**src/rtl/fu_pkg.sv**
```systemverilog
// Shared definitions for the Mosaic shift sequencing stage: opcodes, FSM
// state encoding and the idle drive pattern for the external shifter.
package fu_pkg;

  localparam logic [2:0] OP_SLL = 3'b000;
  localparam logic [2:0] OP_SRL = 3'b001;
  localparam logic [2:0] OP_SRA = 3'b010;
  localparam logic [2:0] OP_ROL = 3'b011;
  localparam logic [2:0] OP_ROR = 3'b100;

  typedef enum logic [1:0] {
    ST_IDLE  = 2'd0,
    ST_PASS1 = 2'd1,
    ST_PASS2 = 2'd2,
    ST_DONE  = 2'd3
  } state_t;

  // Shifter inputs parked here whenever no pass is running, so they never toggle.
  localparam logic [31:0] SH_X_QUIET    = 32'd0;
  localparam logic [4:0]  SH_S_QUIET    = 5'd0;
  localparam logic        SH_LEFT_QUIET = 1'b0;
  localparam logic        SH_LOG_QUIET  = 1'b1;

  function automatic logic op_illegal(input logic [2:0] op);
    return (op > OP_ROR);
  endfunction

endpackage

```
**src/rtl/shift_op_decode.sv**
```systemverilog
// Combinational mapping of (opcode, pass, amount) onto the shifter controls.
// A rotate's second pass runs the opposite direction by (32-B) mod 32, always logical.
module shift_op_decode
  import fu_pkg::*;
(
  input  logic [2:0] op,
  input  logic       pass2,
  input  logic [4:0] b,
  output logic [4:0] sh_s,
  output logic       sh_left,
  output logic       sh_log,
  output logic       is_rotate,
  output logic       illegal
);

  always_comb begin
    is_rotate = (op == OP_ROL) || (op == OP_ROR);
    illegal   = op_illegal(op);
    if (pass2) begin
      sh_s    = 5'd0 - b;
      sh_left = (op == OP_ROR);
      sh_log  = 1'b1;
    end else begin
      sh_s    = b;
      sh_left = (op == OP_SLL) || (op == OP_ROL);
      sh_log  = (op != OP_SRA);
    end
  end

endmodule

```
**src/rtl/shift_issue_seq.sv**
```systemverilog
// Issue/sequencing stage in front of the combinational shifter: one pass for
// plain shifts, two ORed passes for rotates, result held until consumed.
module shift_issue_seq
  import fu_pkg::*;
#(
  parameter int TAG_W = 4
) (
  input  logic             clk,
  input  logic             rst_n,
  input  logic             flush,
  input  logic             in_valid,
  output logic             in_ready,
  input  logic [2:0]       in_op,
  input  logic [31:0]      in_a,
  input  logic [4:0]       in_b,
  input  logic [TAG_W-1:0] in_tag,
  output logic [31:0]      sh_x,
  output logic [4:0]       sh_s,
  output logic             sh_left,
  output logic             sh_log,
  input  logic [31:0]      sh_z,
  output logic             out_valid,
  input  logic             out_ready,
  output logic [31:0]      out_data,
  output logic [TAG_W-1:0] out_tag,
  output logic             out_err
);

  state_t             state_reg, state_next;
  logic [2:0]         op_reg, op_next;
  logic [31:0]        a_reg, a_next;
  logic [4:0]         b_reg, b_next;
  logic [TAG_W-1:0]   tag_reg, tag_next;
  logic [31:0]        partial_reg, partial_next;
  logic [31:0]        out_data_reg, out_data_next;
  logic [TAG_W-1:0]   out_tag_reg, out_tag_next;
  logic               out_err_reg, out_err_next;

  logic               in_pass;
  logic [2:0]         dec_op;
  logic [4:0]         dec_s;
  logic               dec_left, dec_log, dec_rotate, dec_illegal;
  logic               accept;

  assign in_pass = (state_reg == ST_PASS1) || (state_reg == ST_PASS2);
  // Outside a pass the decoder looks at the incoming opcode to flag illegal ops on accept.
  assign dec_op  = in_pass ? op_reg : in_op;

  shift_op_decode u_decode (
    .op        (dec_op),
    .pass2     (state_reg == ST_PASS2),
    .b         (b_reg),
    .sh_s      (dec_s),
    .sh_left   (dec_left),
    .sh_log    (dec_log),
    .is_rotate (dec_rotate),
    .illegal   (dec_illegal)
  );

  assign in_ready  = !flush && ((state_reg == ST_IDLE) ||
                                ((state_reg == ST_DONE) && out_ready));
  assign accept    = in_valid && in_ready;
  assign out_valid = (state_reg == ST_DONE);
  assign out_data  = out_data_reg;
  assign out_tag   = out_tag_reg;
  assign out_err   = out_err_reg;

  always_comb begin
    sh_x    = SH_X_QUIET;
    sh_s    = SH_S_QUIET;
    sh_left = SH_LEFT_QUIET;
    sh_log  = SH_LOG_QUIET;
    if (in_pass) begin
      sh_x    = a_reg;
      sh_s    = dec_s;
      sh_left = dec_left;
      sh_log  = dec_log;
    end
  end

  always_comb begin
    state_next    = state_reg;
    op_next       = op_reg;
    a_next        = a_reg;
    b_next        = b_reg;
    tag_next      = tag_reg;
    partial_next  = partial_reg;
    out_data_next = out_data_reg;
    out_tag_next  = out_tag_reg;
    out_err_next  = out_err_reg;

    case (state_reg)
      ST_PASS1: begin
        out_tag_next = tag_reg;
        out_err_next = 1'b0;
        if (!dec_rotate) begin
          out_data_next = sh_z;
          state_next    = ST_DONE;
        end else if (b_reg == 5'd0) begin
          out_data_next = a_reg;
          state_next    = ST_DONE;
        end else begin
          partial_next = sh_z;
          state_next   = ST_PASS2;
        end
      end
      ST_PASS2: begin
        out_data_next = partial_reg | sh_z;
        state_next    = ST_DONE;
      end
      ST_DONE: begin
        if (out_ready) state_next = ST_IDLE;
      end
      default: ;
    endcase

    // A new request may land in IDLE or on the same edge the held result drains.
    if (accept) begin
      op_next  = in_op;
      a_next   = in_a;
      b_next   = in_b;
      tag_next = in_tag;
      if (dec_illegal) begin
        out_data_next = 32'd0;
        out_tag_next  = in_tag;
        out_err_next  = 1'b1;
        state_next    = ST_DONE;
      end else begin
        state_next = ST_PASS1;
      end
    end

    if (flush) state_next = ST_IDLE;
  end

  always_ff @(posedge clk or negedge rst_n) begin
    if (!rst_n) begin
      state_reg    <= ST_IDLE;
      op_reg       <= 3'd0;
      a_reg        <= 32'd0;
      b_reg        <= 5'd0;
      tag_reg      <= '0;
      partial_reg  <= 32'd0;
      out_data_reg <= 32'd0;
      out_tag_reg  <= '0;
      out_err_reg  <= 1'b0;
    end else begin
      state_reg    <= state_next;
      op_reg       <= op_next;
      a_reg        <= a_next;
      b_reg        <= b_next;
      tag_reg      <= tag_next;
      partial_reg  <= partial_next;
      out_data_reg <= out_data_next;
      out_tag_reg  <= out_tag_next;
      out_err_reg  <= out_err_next;
    end
  end

endmodule
```
**config.mk**
```make
export PLATFORM = sky130hd
export DESIGN_NAME = shift_issue_seq
export DESIGN_NICKNAME = d
export VERILOG_FILES = /design/src/rtl/fu_pkg.sv /design/src/rtl/shift_op_decode.sv /design/src/rtl/shift_issue_seq.sv
export SDC_FILE = /design/constraint.sdc
export NUM_CORES = 1
export LEC_CHECK = 0
export BUFFER_PORTS_ARGS = -buffer_cell sky130_fd_sc_hd__buf_4
export CORE_ASPECT_RATIO = 1.75
export CORE_UTILIZATION = 40
export CTS_BUF_LIST = sky130_fd_sc_hd__clkbuf_8
export CTS_CLUSTER_SIZE = 12
export DETAILED_ROUTE_END_ITERATION = 12
export PLACE_DENSITY = 0.64
export SLEW_MARGIN = 30
export SYNTH_ARGS = -nofsm -noshare
export SYNTH_HDL_FRONTEND = slang
export SYNTH_SLANG_ARGS = --single-unit
```
**constraint.sdc**
```tcl
create_clock -name clk -period 2.75 [get_ports clk]
set_clock_uncertainty 0.2 [all_clocks]
set_input_delay 0.1375 -clock clk [delete_from_list [all_inputs] [get_ports clk]]
set_output_delay 0.1375 -clock clk [all_outputs]
set_load 0.02 [all_outputs]
```
==> reports/results.txt, run 1 <==
Mapped Cells -> 508
Vias in the first global route -> 5335
Cell-internal power -> 5.685 mW
Die Ht -> 161.2 microns
DRT iter0 DRCs -> 146
Post-synth cell types -> 35
Period utilization -> 0.9598
Slew margin rel. -> 0.5733
First drt pass iteration count -> 4
Reg2Reg Depth -> 8
Slew @ Worst Pin -> 0.6401 ns
Met1 wire length -> 6166 microns
Final Hold Viols -> 0
Setup crit end kind -> output pin
Final setup vio count -> 0
Final worst path period need -> 2.639 ns
Yosys reg bits -> 115
Starting density of the core -> 0.4143
Worst path slowest cell -> dfrtp_1
Largest area contributor in the netlist -> dfrtp_1
Area contributors post-synth -> dfrtp_1 (50%), mux2_2 (18%), mux2i_1 (6.7%)
Area after DPL -> 7279 sq um
Finished layout cell area -> 8483 sq um
Status -> finished, final reports clean
Power share of the clock group -> 0.172
Util after Layout -> 0.6069
Seq/Total Area, Yosys -> 0.4969
CTS tree -> yes
Routed len/inst -> 17.59 microns
H-tree depth -> 4
Synth-to-layout area growth -> 46.47%
DRC viols -> 0
CP arrival -> 2.30 ns
Kind of critical path -> flop to output pin
Flop2flop setup slack -> 0.22 ns
Fraction of layout cells with a size suffix above 1 -> 0.3961
RSZ-0062 raised after global routing -> false
Syn Area/Cell -> 11.40 sq um
Sw frac -> 0.3925
Largest net degree at the start of global routing -> 51
HPWL after DPL -> 11220 microns
Post-CTS setup repair buffer count -> 0
Mapped Nets -> 596
CP Cell Sequence -> inv_1, ha_1, buf_6, nand2_1, or4_1, buf_4
Combinational power share -> 0.511
Worst EP required -> 2.41 ns
Fin. max-slew vios -> 0
Cell Rows -> 57
Die area -> 14980 sq um
Core area -> 13980 sq um
Clock sink count -> 115
Max_cap viols -> 0
Total GRT Usage -> 0.2345
GRT overflow -> 0
Wirelength, routed -> 16570 microns
Io pins -> 159
Final TNS setup -> 0 ns
Reg2Reg Capture Point -> out_data[30]
PortBufs -> 158
Routability cong. -> 0.7817
Hold crit path type -> primary input to async pin
Final ANT Viol Nets -> 0
Metal3 WL -> 564 microns
Number of synthesis warnings -> 0
Peak supply drop -> 483.8 uV
Main synth FF type -> dfrtp_1
Post-synth EDFFs -> 0
Clock root cell -> clkbuf_8
Latest clock arrival within the worst-skew pair -> 0.43 ns
Reg power frac -> 0.316
Share of the synthesized area in the top cell type -> 0.4969
Max Clock Freq -> 378.9 MHz
CP Capture Point -> sh_log
Via count -> 4853
Total CTS buffers -> 17
Critical Path Fanout Max -> 24
Net count, final -> 840
DR vias/cell -> 5.152
Initial antenna violation count -> 0
First-pass GRT wire length -> 26760 microns
Worst path max stage delay -> 0.44 ns
Reg-to-reg startpoint -> b_reg[1]
CTS clk-pin slew, worst paths -> 0.07 ns
Ys async rst share -> 1.000
Die width -> 92.96 microns
NetSw -> 3.673 mW
Mapped Area -> 5792 sq um
Layout filler cell count -> 1202
Critical Path Start -> state_reg[1]
Met2 WL -> 9240 microns
Power per cell area -> 1103 nW/um^2
Max Root-Sink Buffers -> 2
LEAKAGE -> 4.114 nW
Ant. Diodes -> 0
Top routing layer used -> met4
Crit start category -> flop
-- final cells by class --
type	instances	area (sq um)	area share
inverter	6	22.52	0.002655
tap	177	221.5	0.02611
sequential	115	2878	0.3392
timing repair buffer	255	2183	0.2574
multi-input combinational	357	2774	0.3270
clock inverter	13	142.6	0.01681
clock buffer	19	261.5	0.03083
-- worst min path at each step --
| stage | slack, ns | to | cells past startpoint | startpoint |
|---|---|---|---|---|
| global placement | -0.14 | out_data[12] | 1 | rst_n |
| finish | 0.06 | a_reg[18] | 3 | rst_n |
| floorplan | -0.36 | a_reg[0] | 0 | rst_n |
| CTS | 0.03 | tag_reg[2] | 4 | in_valid |
| global route | 0.09 | op_reg[2] | 4 | in_valid |
| detailed placement | -0.14 | out_data[12] | 1 | rst_n |
-- critical path, delay by kind of cell (launching register included) --
kind | cells | cell delay [ns]
adder cells (fa/ha/maj) | 1 | 0.40
buffers and inverters | 3 | 0.53
flip-flops | 1 | 0.44
AND/OR/NAND/NOR | 2 | 0.50
-- metal layers --
| metal | track usage | up-vias |
|---|---|---|
| met4 | 0.1252 | 0 |
| met3 | 0.03955 | 40 |
| met5 | 0 | - |
| met2 | 0.4372 | 127 |
| li1 | - | 2284 |
| met1 | 0.2441 | 2402 |
-- layout by cell type (no fill, tap or decap), types with 5 or more instances in the layout --
| cell | synthesis | routed |
|---|---|---|
| a21oi_1 | 7 | 6 |
| inv_1 | 6 | 9 |
| and2_1 | 35 | 35 |
| buf_4 | 3 | 169 |
| mux2_2 | 92 | 92 |
| clkinv_2 | 0 | 5 |
| dlygate4sd3_1 | 0 | 79 |
| clkbuf_8 | 0 | 19 |
| ha_1 | 7 | 7 |
| mux2i_1 | 39 | 39 |
| mux2_1 | 5 | 5 |
| nand2_1 | 65 | 65 |
| nor2_1 | 40 | 40 |
| o21ai_0 | 6 | 6 |
| dfrtp_1 | 115 | 115 |
| o221ai_1 | 32 | 32 |
-- per-stage QoR --
step           worst slack, ns  hold WS, ns  instances  power [mW]
2_1_floorplan           0.3883      -0.3581        508       5.842
3_3_place_gp            0.3197      -0.1447        829       7.441
3_5_place_dp            0.2354      -0.1400        830       7.684
4_1_cts                0.05661      0.02931        942       9.415
5_1_grt               0.006283      0.08838        942       9.953
6_report                0.1106      0.05676        942       9.358
-- Yosys cell counts (all sizes together) (2+ instances only) --
library cell  instances
a211oi                2
a21oi                 8
and2                 35
buf                  10
clkbuf               20
dfrtp               115
ha                    7
inv                   6
mux2                 97
mux2i                39
nand2                65
nand3                 3
nor2                 40
nor2b                 4
nor3b                 3
o21a                  2
o21ai                 7
o221ai               32
o31ai                 2
xnor2                 2
-- power groups by stage --
| stage | Combinational (mW) | Sequential [mW] | Clock [mW] |
|---|---|---|---|
| final | 4.78 | 2.96 | 1.61 |
| after global routing | 5.17 | 3.06 | 1.72 |
| after CTS | 4.80 | 2.96 | 1.65 |
| after detailed placement | 4.69 | 2.99 | 0 |
| after global placement | 4.50 | 2.94 | 0 |
| after floorplan | 2.85 | 2.99 | 0 |
-- cell families after synthesis --
| family | synth area share |
|---|---|
| AO/OA/AOI/OAI | 0.07215 |
| adder cells (fa/ha/maj) | 0.01512 |
| flip-flops | 0.4969 |
| XOR/XNOR | 0.003025 |
| AND/OR/NAND/NOR | 0.1268 |
| multiplexers | 0.2560 |
| buffers and inverters | 0.03003 |
-- repair_timing --
| item | CTS | global route |
|---|---|---|
| resized for setup | 0 | 1 |
| hold endpoints to repair | 229 | 0 |
| endpoints found under the setup margin | 0 | 1 |
| hold buffers | 80 | 0 |
Note: power is estimated with default switching activity, not from simulation.
==> inputs of run 2 (changes only) <==
==> constraint.sdc (replaced) <==
create_clock -name clk -period 2.9 [get_ports clk]
set_clock_uncertainty 0.2 [all_clocks]
set_input_delay 0.145 -clock clk [delete_from_list [all_inputs] [get_ports clk]]
set_output_delay 0.145 -clock clk [all_outputs]
set_load 0.02 [all_outputs]
==> run 2 against run 1 <==
Register-to-register slack better by 0.09 ns. Clock-buffer cell count is 1 lower. Wire length shrank 0.62%. Cell count fell by 0.53%. Critical path type unchanged. Critical endpoint unchanged. Largest cell class unchanged.
==> reports/results.txt, run 2 (same netlist as run 1, synthesis figures left out) <==
Initial antenna violation count -> 0
Met1 GRT Util -> 0.2458
Hold crit path type -> primary input to flop
Period utilization -> 0.9474
Final ANT Viol Nets -> 0
Power per cell area -> 1034 nW/um^2
Finished layout cell area -> 8386 sq um
Status -> finished, final reports clean
Commonest non-fill, non-tap cells in the layout -> buf_4 (171), dfrtp_1 (115), mux2_2 (92)
Worst path max stage delay -> 0.46 ns
Final worst path period need -> 2.748 ns
Kind of critical path -> flop to output pin
Ant. Diodes -> 0
Power, Total -> 8.673 mW
GRT overflow -> 0
Largest net degree at the start of global routing -> 61
Io pins -> 159
LEAKAGE -> 4.074 nW
Vias in the first global route -> 5302
Critical Path Fanout Max -> 24
Die width -> 92.96 microns
CP arrival -> 2.40 ns
Max_cap viols -> 0
Commonest non-fill, non-tap cell in the layout -> buf_4
Fin. max-slew vios -> 0
Starting density of the core -> 0.4143
Area after DPL -> 7247 sq um
DR vias/cell -> 5.153
PortBufs -> 158
Wirelength, routed -> 16470 microns
Met3 Use GR -> 0.04331
Total GRT Usage -> 0.2320
Most used cell along the critical path -> buf_4
Cell Rows -> 57
Flop2flop setup slack -> 0.31 ns
Slew margin rel. -> 0.4638
Routability cong. -> 0.8138
Slew @ Worst Pin -> 0.8043 ns
Synth-to-layout area growth -> 44.78%
Max Clock Freq -> 364.0 MHz
Total CTS buffers -> 17
Latest clock arrival within the worst-skew pair -> 0.43 ns
Die Ht -> 161.2 microns
CP Cell Sequence -> inv_1, ha_1, buf_4, nand2_1, or4_1, buf_4
DRC viols -> 0
Routed len/inst -> 17.58 microns
Final setup vio count -> 0
Via count -> 4828
Max Root-Sink Buffers -> 2
Fraction of layout cells with a size suffix above 1 -> 0.3908
Worst EP required -> 2.56 ns
Final Hold Viols -> 0
Core area -> 13980 sq um
Post-CTS sizing -> 0
First-pass GRT wire length -> 26670 microns
DRT iter0 DRCs -> 215
Peak supply drop -> 512.1 uV
Final TNS setup -> 0 ns
H-tree depth -> 4
GR Layer Usage met2 -> 0.4348
CTS tree -> yes
Crit start category -> flop
Grt peak-use layer -> met2
First drt pass iteration count -> 4
Net count, final -> 838
RSZ-0062 raised after global routing -> false
Worst path slowest cell -> or4_1
Clock root cell -> clkbuf_8
Die area -> 14980 sq um
HPWL after DPL -> 11130 microns
Setup crit end kind -> output pin
Clock sink count -> 115
CTS clk-pin slew, worst paths -> 0.07 ns
-- run 2: layout make-up --
cell class	count	area [sq um]
Fill cell	1214	5593
Sequential cell	115	2878
Multi-Input combinational cell	357	2774
Timing Repair Buffer	253	2142
Clock buffer	18	247.7
Tap cell	177	221.5
Clock inverter	11	100.1
Inverter	6	22.52
-- run 2: repair_timing --
item,4_1_cts,5_1_grt
endpoints found under the hold margin,173,0
setup buffers,0,0
hold buffers,79,0
-- run 2: worst max-delay path, delay by kind of cell (launching register included) --
kind	cells	cell delay, ns
flops	1	0.44
fa+ha+maj	1	0.39
buf+inv	3	0.60
simple gates	2	0.55
-- run 2: final timing paths --
| path | start | to | depth (start not counted) |
|---|---|---|---|
| hold / removal | in_valid | tag_reg[2] | 4 |
| max in group asynchronous | rst_n | out_data[26] | 3 |
| setup reg to reg | state_reg[1] | out_data[14] | 7 |
| min in group asynchronous | rst_n | a_reg[12] | 2 |
| setup / recovery | state_reg[1] | sh_log | 6 |
| hold reg to reg | partial_reg[20] | partial_reg[20] | 1 |
-- run 2: routing by layer --
metal,wire [microns],up-vias
li1,-,2277
met1,6223,2391
met2,9219,128
met3,566,32
met4,463,0
met5,0,-
-- run 2: power breakdown --
group / switching [mW] / total [mW] / internal (mW)
Combinational: 2.33 / 4.50 / 2.17
Clock: 0.616 / 1.37 / 0.750
Sequential: 0.495 / 2.81 / 2.31
-- run 2: stage by stage --
step / setup WS, ns / instances / hold WS (ns) / util
final: 0.1524 / 937 / 0.05696 / 0.5999
after global routing: 0.03873 / 937 / 0.06350 / 0.5999
after CTS: 0.1483 / 937 / 0.03127 / 0.5999
after detailed placement: 0.3556 / 829 / 0.06989 / 0.5184
after global placement: 0.4449 / 828 / 0.06323 / 0.5165
after floorplan: 0.5383 / 508 / -0.3506 / -
